$ cat src/rtl/systolic_result_drain.sv
// rtl/systolic_result_drain.sv - snapshot, clear and stream readout of the PE accumulator array
module systolic_result_drain #(
  parameter int ROWS  = 2,
  parameter int COLS  = 2,
  parameter int ACC_W = 32,
  parameter int OUT_W = 16,
  parameter int SHIFT = 0,
  localparam int N     = ROWS * COLS,
  localparam int IDX_W = (N > 1) ? $clog2(N) : 1,
  localparam int ROW_W = (ROWS > 1) ? $clog2(ROWS) : 1,
  localparam int COL_W = (COLS > 1) ? $clog2(COLS) : 1
) (
  input  logic               clk,
  input  logic               rst,
  input  logic [N*ACC_W-1:0] acc_in_i,
  input  logic               start_i,
  output logic               acc_clr_o,
  output logic               busy_o,
  output logic               out_valid_o,
  input  logic               out_ready_i,
  output logic [OUT_W-1:0]   out_data_o,
  output logic               out_sat_o,
  output logic [ROW_W-1:0]   out_row_o,
  output logic [COL_W-1:0]   out_col_o,
  output logic               out_last_o,
  output logic               done_o
);

  typedef enum logic [1:0] {
    ST_IDLE,
    ST_SEND,
    ST_DONE
  } state_t;

  localparam logic [IDX_W-1:0] LAST_IDX = IDX_W'(N - 1);
  localparam logic [ACC_W-1:0] SAT_MAX  = ACC_W'((64'd1 << OUT_W) - 64'd1);

  state_t           state_q, state_d;
  logic [IDX_W-1:0] idx_q, idx_d;
  logic             acc_clr_q, acc_clr_d;
  logic             snap_load;
  logic [ACC_W-1:0] snap_q [N];
  logic [ACC_W-1:0] elem;
  logic [ACC_W-1:0] shifted;

  // Control state: FSM, element index and the one-shot clear request
  always_ff @(posedge clk or posedge rst) begin
    if (rst) begin
      state_q   <= ST_IDLE;
      idx_q     <= '0;
      acc_clr_q <= 1'b0;
    end else begin
      state_q   <= state_d;
      idx_q     <= idx_d;
      acc_clr_q <= acc_clr_d;
    end
  end

  // Snapshot is loaded only on an accepted start so later array activity cannot leak in
  always_ff @(posedge clk or posedge rst) begin
    if (rst) begin
      for (int i = 0; i < N; i++) snap_q[i] <= '0;
    end else if (snap_load) begin
      for (int i = 0; i < N; i++) snap_q[i] <= acc_in_i[i*ACC_W +: ACC_W];
    end
  end

  // Next-state logic; SEND always presents an element, so out_ready alone is the handshake
  always_comb begin
    state_d   = state_q;
    idx_d     = idx_q;
    acc_clr_d = 1'b0;
    snap_load = 1'b0;
    case (state_q)
      ST_IDLE: begin
        if (start_i) begin
          state_d   = ST_SEND;
          idx_d     = '0;
          acc_clr_d = 1'b1;
          snap_load = 1'b1;
        end
      end
      ST_SEND: begin
        if (out_ready_i) begin
          if (idx_q == LAST_IDX) begin
            state_d = ST_DONE;
            idx_d   = '0;
          end else begin
            idx_d = idx_q + IDX_W'(1);
          end
        end
      end
      ST_DONE: state_d = ST_IDLE;
      default: state_d = ST_IDLE;
    endcase
  end

  // Output datapath: everything derives from registered state, zeroed outside SEND
  always_comb begin
    elem        = snap_q[idx_q];
    shifted     = elem >> SHIFT;
    acc_clr_o   = acc_clr_q;
    busy_o      = (state_q != ST_IDLE);
    done_o      = (state_q == ST_DONE);
    out_valid_o = 1'b0;
    out_data_o  = '0;
    out_sat_o   = 1'b0;
    out_row_o   = '0;
    out_col_o   = '0;
    out_last_o  = 1'b0;
    if (state_q == ST_SEND) begin
      out_valid_o = 1'b1;
      if (shifted > SAT_MAX) begin
        out_data_o = OUT_W'(SAT_MAX);
        out_sat_o  = 1'b1;
      end else begin
        out_data_o = shifted[OUT_W-1:0];
      end
      out_row_o  = ROW_W'(int'(idx_q) / COLS);
      out_col_o  = COL_W'(int'(idx_q) % COLS);
      out_last_o = (idx_q == LAST_IDX);
    end
  end

endmodule

$ cat config.mk
export PLATFORM = sky130hd
export DESIGN_NAME = systolic_result_drain
export DESIGN_NICKNAME = d
export VERILOG_FILES = /design/src/rtl/systolic_result_drain.sv
export SDC_FILE = /design/constraint.sdc
export NUM_CORES = 1
export LEC_CHECK = 0
export CORE_ASPECT_RATIO = 0.9
export CORE_MARGIN = 10
export CORE_UTILIZATION = 44
export DETAILED_ROUTE_END_ITERATION = 10
export PLACE_DENSITY = 0.73
export SETUP_SLACK_MARGIN = 0.05
export SYNTH_ARGS = -nofsm -noshare
export SYNTH_HDL_FRONTEND = slang
export SYNTH_SLANG_ARGS = --single-unit
$ cat constraint.sdc
create_clock -name clk -period 5.2 [get_ports clk]
set_input_delay 1.56 -clock clk [delete_from_list [all_inputs] [get_ports clk]]
set_output_delay 1.56 -clock clk [all_outputs]
set_load 0.01 [all_outputs]
======== Yosys cells after proc, flatten, opt, wreduce, memory -nomap -nowiden ========
Index checks and enable logic that the tools add are counted.
storage, ports and cells
  bits in latches ......................... 0
  logic and storage cells ................. 43
  register bits after elaboration ......... 133
  memory bits (writable) .................. 0
  output and inout port bits .............. 24
  input bits .............................. 132
  memories ................................ 0
  ROM bits ................................ 0
operators by class
  eq/ne operators ......................... 6
  bitwise logic cells ..................... 1
  multiply operators ...................... 0
  reductions and logical operators ........ 5
  order comparisons ....................... 2
  muxes and demuxes ....................... 21
  divide/modulo/power cells ............... 0
  add/sub/neg operators ................... 1
  shift operators ......................... 0
operators by type and width
  operator              count
  $bmux 32 s2           1
  $mux 32               2
  $gt 32x16->1 const B  1
  $mux 16               2
  $mux 2                6
  $mux 1                8
  $pmux 2 s2            2
  $ne 2x2->1 const B    3
  $reduce_and 3->1      2
  $eq 2x2->1 const B    2
  $reduce_bool 2->1     2
  $ge 3x3->1 const B    1
  $not 2->3             1
  $add 2x1->2 const B   1
  $eq 2x1->1 const B    1
  $logic_not 2->1       1

======== Logic depth before layout (Yosys ltp) ========
Gate-level depths: netlist of the first run.
  depth in word-level cells ............... 7
  mapped depth ............................ 6
  mapped depth without buffers ............ 4

======== Worst setup path before layout of the first run ========
No wires, ideal clock.
  path kind ............................... flip-flop to output port
  start point ............................. reg idx_q[0]
  end point ............................... out out_data_o[10]
  setup slack ............................. 2050 ps
  data arrival time ....................... 1590 ps
  buffers on the path ..................... 2
  stages on the path, launching flop included .. 7
  data required time ...................... 3640 ps
  path through ............................ dfrtp_1 buf_6 nor4b_1 a22oi_2 buf_4 nor2_1 a221oi_1
between the ends
  word-level cells in the longest chain between the ends .. 7
RTL lines
  element                                        RTL line  RTL
  start, declared                                39        logic [IDX_W-1:0] idx_q, idx_d;
  start signal, assigned                         54        idx_q <= idx_d;
  $not 2->3 (not written as such) *              100       elem = snap_q[idx_q];
  $bmux 32 s2 *                                  100
  $mux 32 (not written as such) * (2 in series)  100
  $gt 32x16->1                                   113       if (shifted > SAT_MAX) begin
  $mux 16 *                                      113
  $mux 16 *                                      111       if (state_q == ST_SEND) begin
  end, declared                                  21        output logic [OUT_W-1:0] out_data_o,
Mark *: on every way between the ends. The rest lies on a longest branch, timed or not. The select of a mux whose other input is x is not followed.

======== Final worst setup path of the first run ========
  start point ............................. reg idx_q[0]
  end point ............................... out out_data_o[3]
Same word-level chain as after synthesis.

==> flow_summary.yaml, run 1 <==
status:
  status: "complete, no violations"
placement:
  placedCellCount: 704
  gp_congestion: 0.7830
  port_buffers: 155
  place_ws_ns: 1.009
  dp_hpwl_um: 10910
pwr:
  irDropWorstVdd_mv: 0.3304
  power.leakage_nw: 3.334
  p_per_area_nw_per_um2: 579.7
global_route:
  grt_max_degree: 117
  grt_usage_pct: 16.46
  overflow: 0
  first_global_vias: 4423
  grt_pass1_wl_um: 23430
  antenna_found_initial: 0
drt:
  final_antenna_net_count: 0
  vias_per_cell: 5.310
  wl_um: 15100
  dr.pass1.iters: 4
  dr.first_iter.drc_count: 186
  vias: 3908
  route.detailed.drc: 0
  drt-wirelength-per-cell_um: 20.52
die:
  start_util_pct: 44.57
  dieWidth_um: 142.0
  core_um2: 13210
  die_h_um: 129.8
  fp.dieArea_um2: 18420
  io_pins: 156
  std_cell_rows: 40
yosys:
  avgSynthCellArea_um2: 14.72
  synth_ff_type: "dfrtp_1"
  synth_edf_count: 0
  synthesis.area_um2: 5889
  async_flop_share_pct: 100.0
  ys_ff_latch: 133
  yosys_warnings: 0
  synth_cell_type_count: 28
  syn-instance-count: 400
  syn-num-nets: 533
  synth_seq_area_share_pct: 56.51
critical_path:
  worstReg2RegEnd: "snap_q[93]"
  rrSetupSlack_ns: 2.92
  crit_path_end: "out_data_o[3]"
  worst_setup_path_start_kind: "flip-flop"
  r2r_start: "state_q[0]"
  startpoint: "idx_q[0]"
  r2r_cells: 4
  crit_type: "reg2out"
  cp.required_ns: 3.64
  cp.arrival_ns: 2.99
  cp-end-kind: "output pin"
  worstPathMaxFanout: 21
flow_run:
  drv_cap: 0
clock_tree:
  postCtsHoldBufs: 0
  path_clk_slew_ns: 0.05
  cts_max_level: 4
  ctsResizeCount: 0
  clkLatencyLatePin_ns: 0.42
  cts_tree: "yes"
  cts_buffer_depth: 2
  post_cts_buffers: 0
  numCtsBuffers: 17
  root_buffer: "clkbuf_16"
  clock-sinks: 133
timing:
  tightest_slew_ns: 1.007
  setup-violations-final: 0
  fmax_ghz: 0.2196
  finalCriticalPeriod_ns: 4.555
  fin_skew_ns: 0.007873
  fin_ws_ns: 0.6453
  tns_ns: 0
  hold_viol: 0
  grt_setup_unrepaired: "no"
  slew_violations: 0
  relSlewSlack_pct: 32.85
  period_share_pct: 87.59
  holdWs_ns: 0.4992
final_layout:
  fillCellCount: 1003
  nets: 688
  seqCellArea_um2: 3329
  n_antenna_cell: 0
  multiInputGateArea_um2: 2337
  drive_gt1_share_pct: 32.92
  final_cell_mix: "clkdlybuf4s50_1 (155), dfrtp_1 (132), mux2_2 (128), nor2_1 (24), inv_1 (18)"
  area_delta_synth_final_pct: 38.62
  final_common_cell: "clkdlybuf4s50_1"
  layoutNonFillerInstCount: 736
worst_hold_path:
  worst_hold_path_type: "reg2reg"
==> worst min path at each step <==
stage | start | endpoint | slack (ns) | cells after the start
after detailed placement | snap_q[1] | snap_q[1] | 0.49 | 1
after global routing | snap_q[68] | snap_q[68] | 0.52 | 1
final | snap_q[1] | snap_q[1] | 0.50 | 1
after CTS | snap_q[1] | snap_q[1] | 0.50 | 1
after global placement | snap_q[12] | snap_q[12] | 0.48 | 1
after floorplan | snap_q[32] | snap_q[32] | 0.48 | 1
==> stage by stage <==
stage                     util, %  power [mW]  cell area [um2]
after floorplan                 -       2.968             5889
after global placement      57.18       3.440             7555
after detailed placement    57.18       3.540             7555
after CTS                   61.79       4.785             8164
after global routing        61.79       5.010             8164
final                       61.79       4.733             8164
==> layout make-up <==
cell class                      count  area share (%)
Clock buffer                       20           5.594
Clock inverter                     12           1.870
Inverter                           19          0.9349
Multi-Input combinational cell    224           28.63
Sequential cell                   133           40.78
Tap cell                          168           2.575
Timing Repair Buffer              160           19.62
==> cells in the mapped netlist (3+ instances only) <==
library cell  instances  area (um2)
a221oi_1             16       140.1
mux4_2               16       360.4
buf_4                12       90.09
nor2_1               25       93.84
nand4_1               3       18.77
and2_1                3       18.77
nor4_1                8       50.05
nor3_1                4       20.02
mux2_2              128        1441
buf_2                 8       40.04
nor4b_1               3       26.28
inv_1                19       71.32
dfrtp_1             133        3328
==> sequential cells by signal, indices dropped and copies added (netlist names) <==
register	count
snap_q	128
state_q	2
idx_q	2
acc_clr_o	1
==> logic make-up after synthesis <==
kind of cell / Yosys count / share of synthesized area (%)
adder cells (fa/ha/maj): 1 / 0.2124
AND/OR/NAND/NOR: 56 / 5.078
multiplexers: 144 / 30.59
buffers and inverters: 43 / 3.930
AO/OA/AOI/OAI: 23 / 3.675
flip-flops: 133 / 56.51
==> power by group <==
part / switching [mW] / internal (mW) / leakage [nW] / total [mW]
clock: 0.446 / 0.778 / 0.288 / 1.22
sequential: 0.285 / 1.56 / 1.57 / 1.85
combinational: 0.660 / 1.00 / 1.47 / 1.66
==> routing by layer <==
metal	GRT usage, %	vias up	routed length, um
met5	0	-	0
met2	26.95	130	7426
met3	4.904	30	788
met1	19.68	1980	6510
li1	-	1768	-
met4	7.568	0	376
==> critical path, stage by stage (launching register included) <==
cell and delay [ns]:
dfrtp_2 0.47, buf_4 0.41, nor4b_1 0.29, nand4_1 0.16, nand2_1 0.51, a221oi_1 0.19
clkdlybuf4s50_1 0.55
No activity file was read; power rests on OpenSTA's default activity.
==> run 2: changes to the inputs <==
Settings changed: GPL_TIMING_DRIVEN set to 0.
==> run 2 against run 1 <==
Sequential cell count unchanged; sequential power about the same; routed wire length up 5.1%; fmax up 3.7%; via count up 1.9%; die area unchanged; count of clock-buffer cells in the layout down 2; critical endpoint is now out_data_o[5]; largest power group unchanged; highest routed layer unchanged.
==> flow_summary.yaml, run 2 (synthesized netlist as in run 1, its figures left out) <==
status:
  status: "complete, no violations"
final_layout:
  layoutNonFillerInstCount: 756
  regMostFlops: "snap_q"
  fillCellCount: 1029
  drive_gt1_share_pct: 34.69
  largest_reg_flops: 128
  top_regs: "snap_q x128, idx_q x2, state_q x2"
  final_cell_area_um2: 8330
  area_delta_synth_final_pct: 41.45
  final_cell_mix: "clkdlybuf4s50_1 (155), dfrtp_1 (133), mux2_2 (128), nor2_1 (25), inv_1 (18)"
  final_common_cell: "clkdlybuf4s50_1"
  nets: 708
  n_antenna_cell: 0
clock_tree:
  postCtsHoldBufs: 0
  clkLatencyLatePin_ns: 0.41
  clock-sinks: 133
  path_clk_slew_ns: 0.06
  root_buffer: "clkbuf_16"
  numCtsBuffers: 17
  cts_max_level: 4
  cts_buffer_depth: 2
  cts_tree: "yes"
  post_cts_buffers: 0
  ctsResizeCount: 0
critical_path:
  rrSetupSlack_ns: 3.27
  crit_type: "reg2out"
  cp.required_ns: 3.64
  worst_setup_path_start_kind: "flip-flop"
  cp-end-kind: "output pin"
  worstPathMaxFanout: 10
  cp.arrival_ns: 2.83
drt:
  drt-wirelength-per-cell_um: 20.99
  vias: 3983
  wl_um: 15870
  vias_per_cell: 5.269
  route.detailed.drc: 0
  dr.first_iter.drc_count: 198
  final_antenna_net_count: 0
  dr.pass1.iters: 5
placement:
  port_buffers: 155
  dp_hpwl_um: 11940
  place_ws_ns: 1.205
  placedCellCount: 724
  gp_congestion: 0.7411
  dpl_cell_area_um2: 7684
pwr:
  p_comb_share_pct: 35.4
  pwr-share-clk_pct: 26.7
  p_switching_mw: 1.413
  switching_share_pct: 29.02
  power_frac_seq_pct: 37.9
  irDropWorstVdd_mv: 0.2640
  power_mw: 4.868
  power.leakage_nw: 3.462
  p_int_mw: 3.456
  p_per_area_nw_per_um2: 584.4
timing:
  fin_skew_ns: 0.004211
  finalCriticalPeriod_ns: 4.391
  fin_ws_ns: 0.8090
  hold_viol: 0
  grt_setup_unrepaired: "no"
  fmax_ghz: 0.2277
  tightest_slew_ns: 0.5577
  period_share_pct: 84.44
  tns_ns: 0
  relSlewSlack_pct: 62.82
  setup-violations-final: 0
  slew_violations: 0
flow_run:
  drv_cap: 0
global_route:
  first_global_vias: 4563
  overflow: 0
  grt_max_degree: 97
  grt_pass1_wl_um: 25000
  antenna_found_initial: 0
  grt_usage_pct: 17.61
die:
  core_um2: 13210
  start_util_pct: 44.57
  fp.dieArea_um2: 18420
  dieWidth_um: 142.0
  std_cell_rows: 40
  die_h_um: 129.8
  io_pins: 156
worst_hold_path:
  worst_hold_path_type: "reg2reg"
==> run 2: cell count changes in the layout (fill, tap and decap cells not counted), moves of 2 or more <==
| cell | previous run | this run |
|---|---|---|
| buf_6 | 0 | 2 |
| buf_4 | 4 | 12 |
| buf_2 | 0 | 8 |
| clkinvlp_4 | 4 | 2 |
| clkinv_2 | 3 | 5 |
| bufinv_16 | 3 | 5 |
==> run 2: critical path, cell delays in order (launching register included) <==
cell             delay (ns)
dfrtp_1                0.39
buf_6                  0.15
nor4b_1                0.17
a22oi_2                0.42
buf_4                  0.27
nor2_1                 0.06
a221oi_1               0.34
clkdlybuf4s50_1        0.62
==> run 2: cell type report <==
| type | count | area, um2 | area share (%) |
|---|---|---|---|
| inverter | 19 | 76.32 | 0.9162 |
| clock inverter | 14 | 207.7 | 2.493 |
| multi-input combinational | 224 | 2330 | 27.97 |
| tap | 168 | 210.2 | 2.523 |
| sequential | 133 | 3328 | 39.95 |
| buffer | 24 | 160.2 | 1.923 |
| clock buffer | 18 | 439.2 | 5.272 |
| timing repair buffer | 156 | 1579 | 18.95 |
==> run 2: final timing paths <==
| path | start | end | cells after the start |
|---|---|---|---|
| max in group asynchronous | rst | snap_q[13] | 3 |
| max reg2reg | state_q[0] | snap_q[34] | 5 |
| min in group asynchronous | rst | snap_q[51] | 2 |
| min | snap_q[72] | snap_q[72] | 1 |
| max | idx_q[0] | out_data_o[5] | 7 |
| min reg2reg | snap_q[72] | snap_q[72] | 1 |
==> run 2: metrics by stage <==
| step | util, % | hold slack (ns) |
|---|---|---|
| after floorplan | - | 0.4751 |
| after global placement | 57.91 | 0.4849 |
| after detailed placement | 58.15 | 0.4930 |
| after CTS | 63.05 | 0.5067 |
| after global routing | 63.05 | 0.5204 |
| final | 63.05 | 0.5042 |
==> run 2: routing by layer <==
layer | vias to the layer above | track usage (%) | wire [um] | share of wire (%)
met5 | - | 0 | 0 | 0
li1 | 1821 | - | - | -
met4 | 0 | 5.526 | 219 | 1.4
met2 | 122 | 28.88 | 8013 | 51
met3 | 17 | 6.175 | 997 | 6.3
met1 | 2023 | 21.42 | 6635 | 42
==> run 2: power by group through the flow <==
stage                     Combinational, mW  Clock (mW)  Sequential [mW]
after detailed placement               1.74           0             1.86
after CTS                              1.75        1.32             1.85
after global routing                   1.87        1.37             1.92
after global placement                 1.68           0             1.82
after floorplan                        1.21           0             1.76
final                                  1.72        1.30             1.85
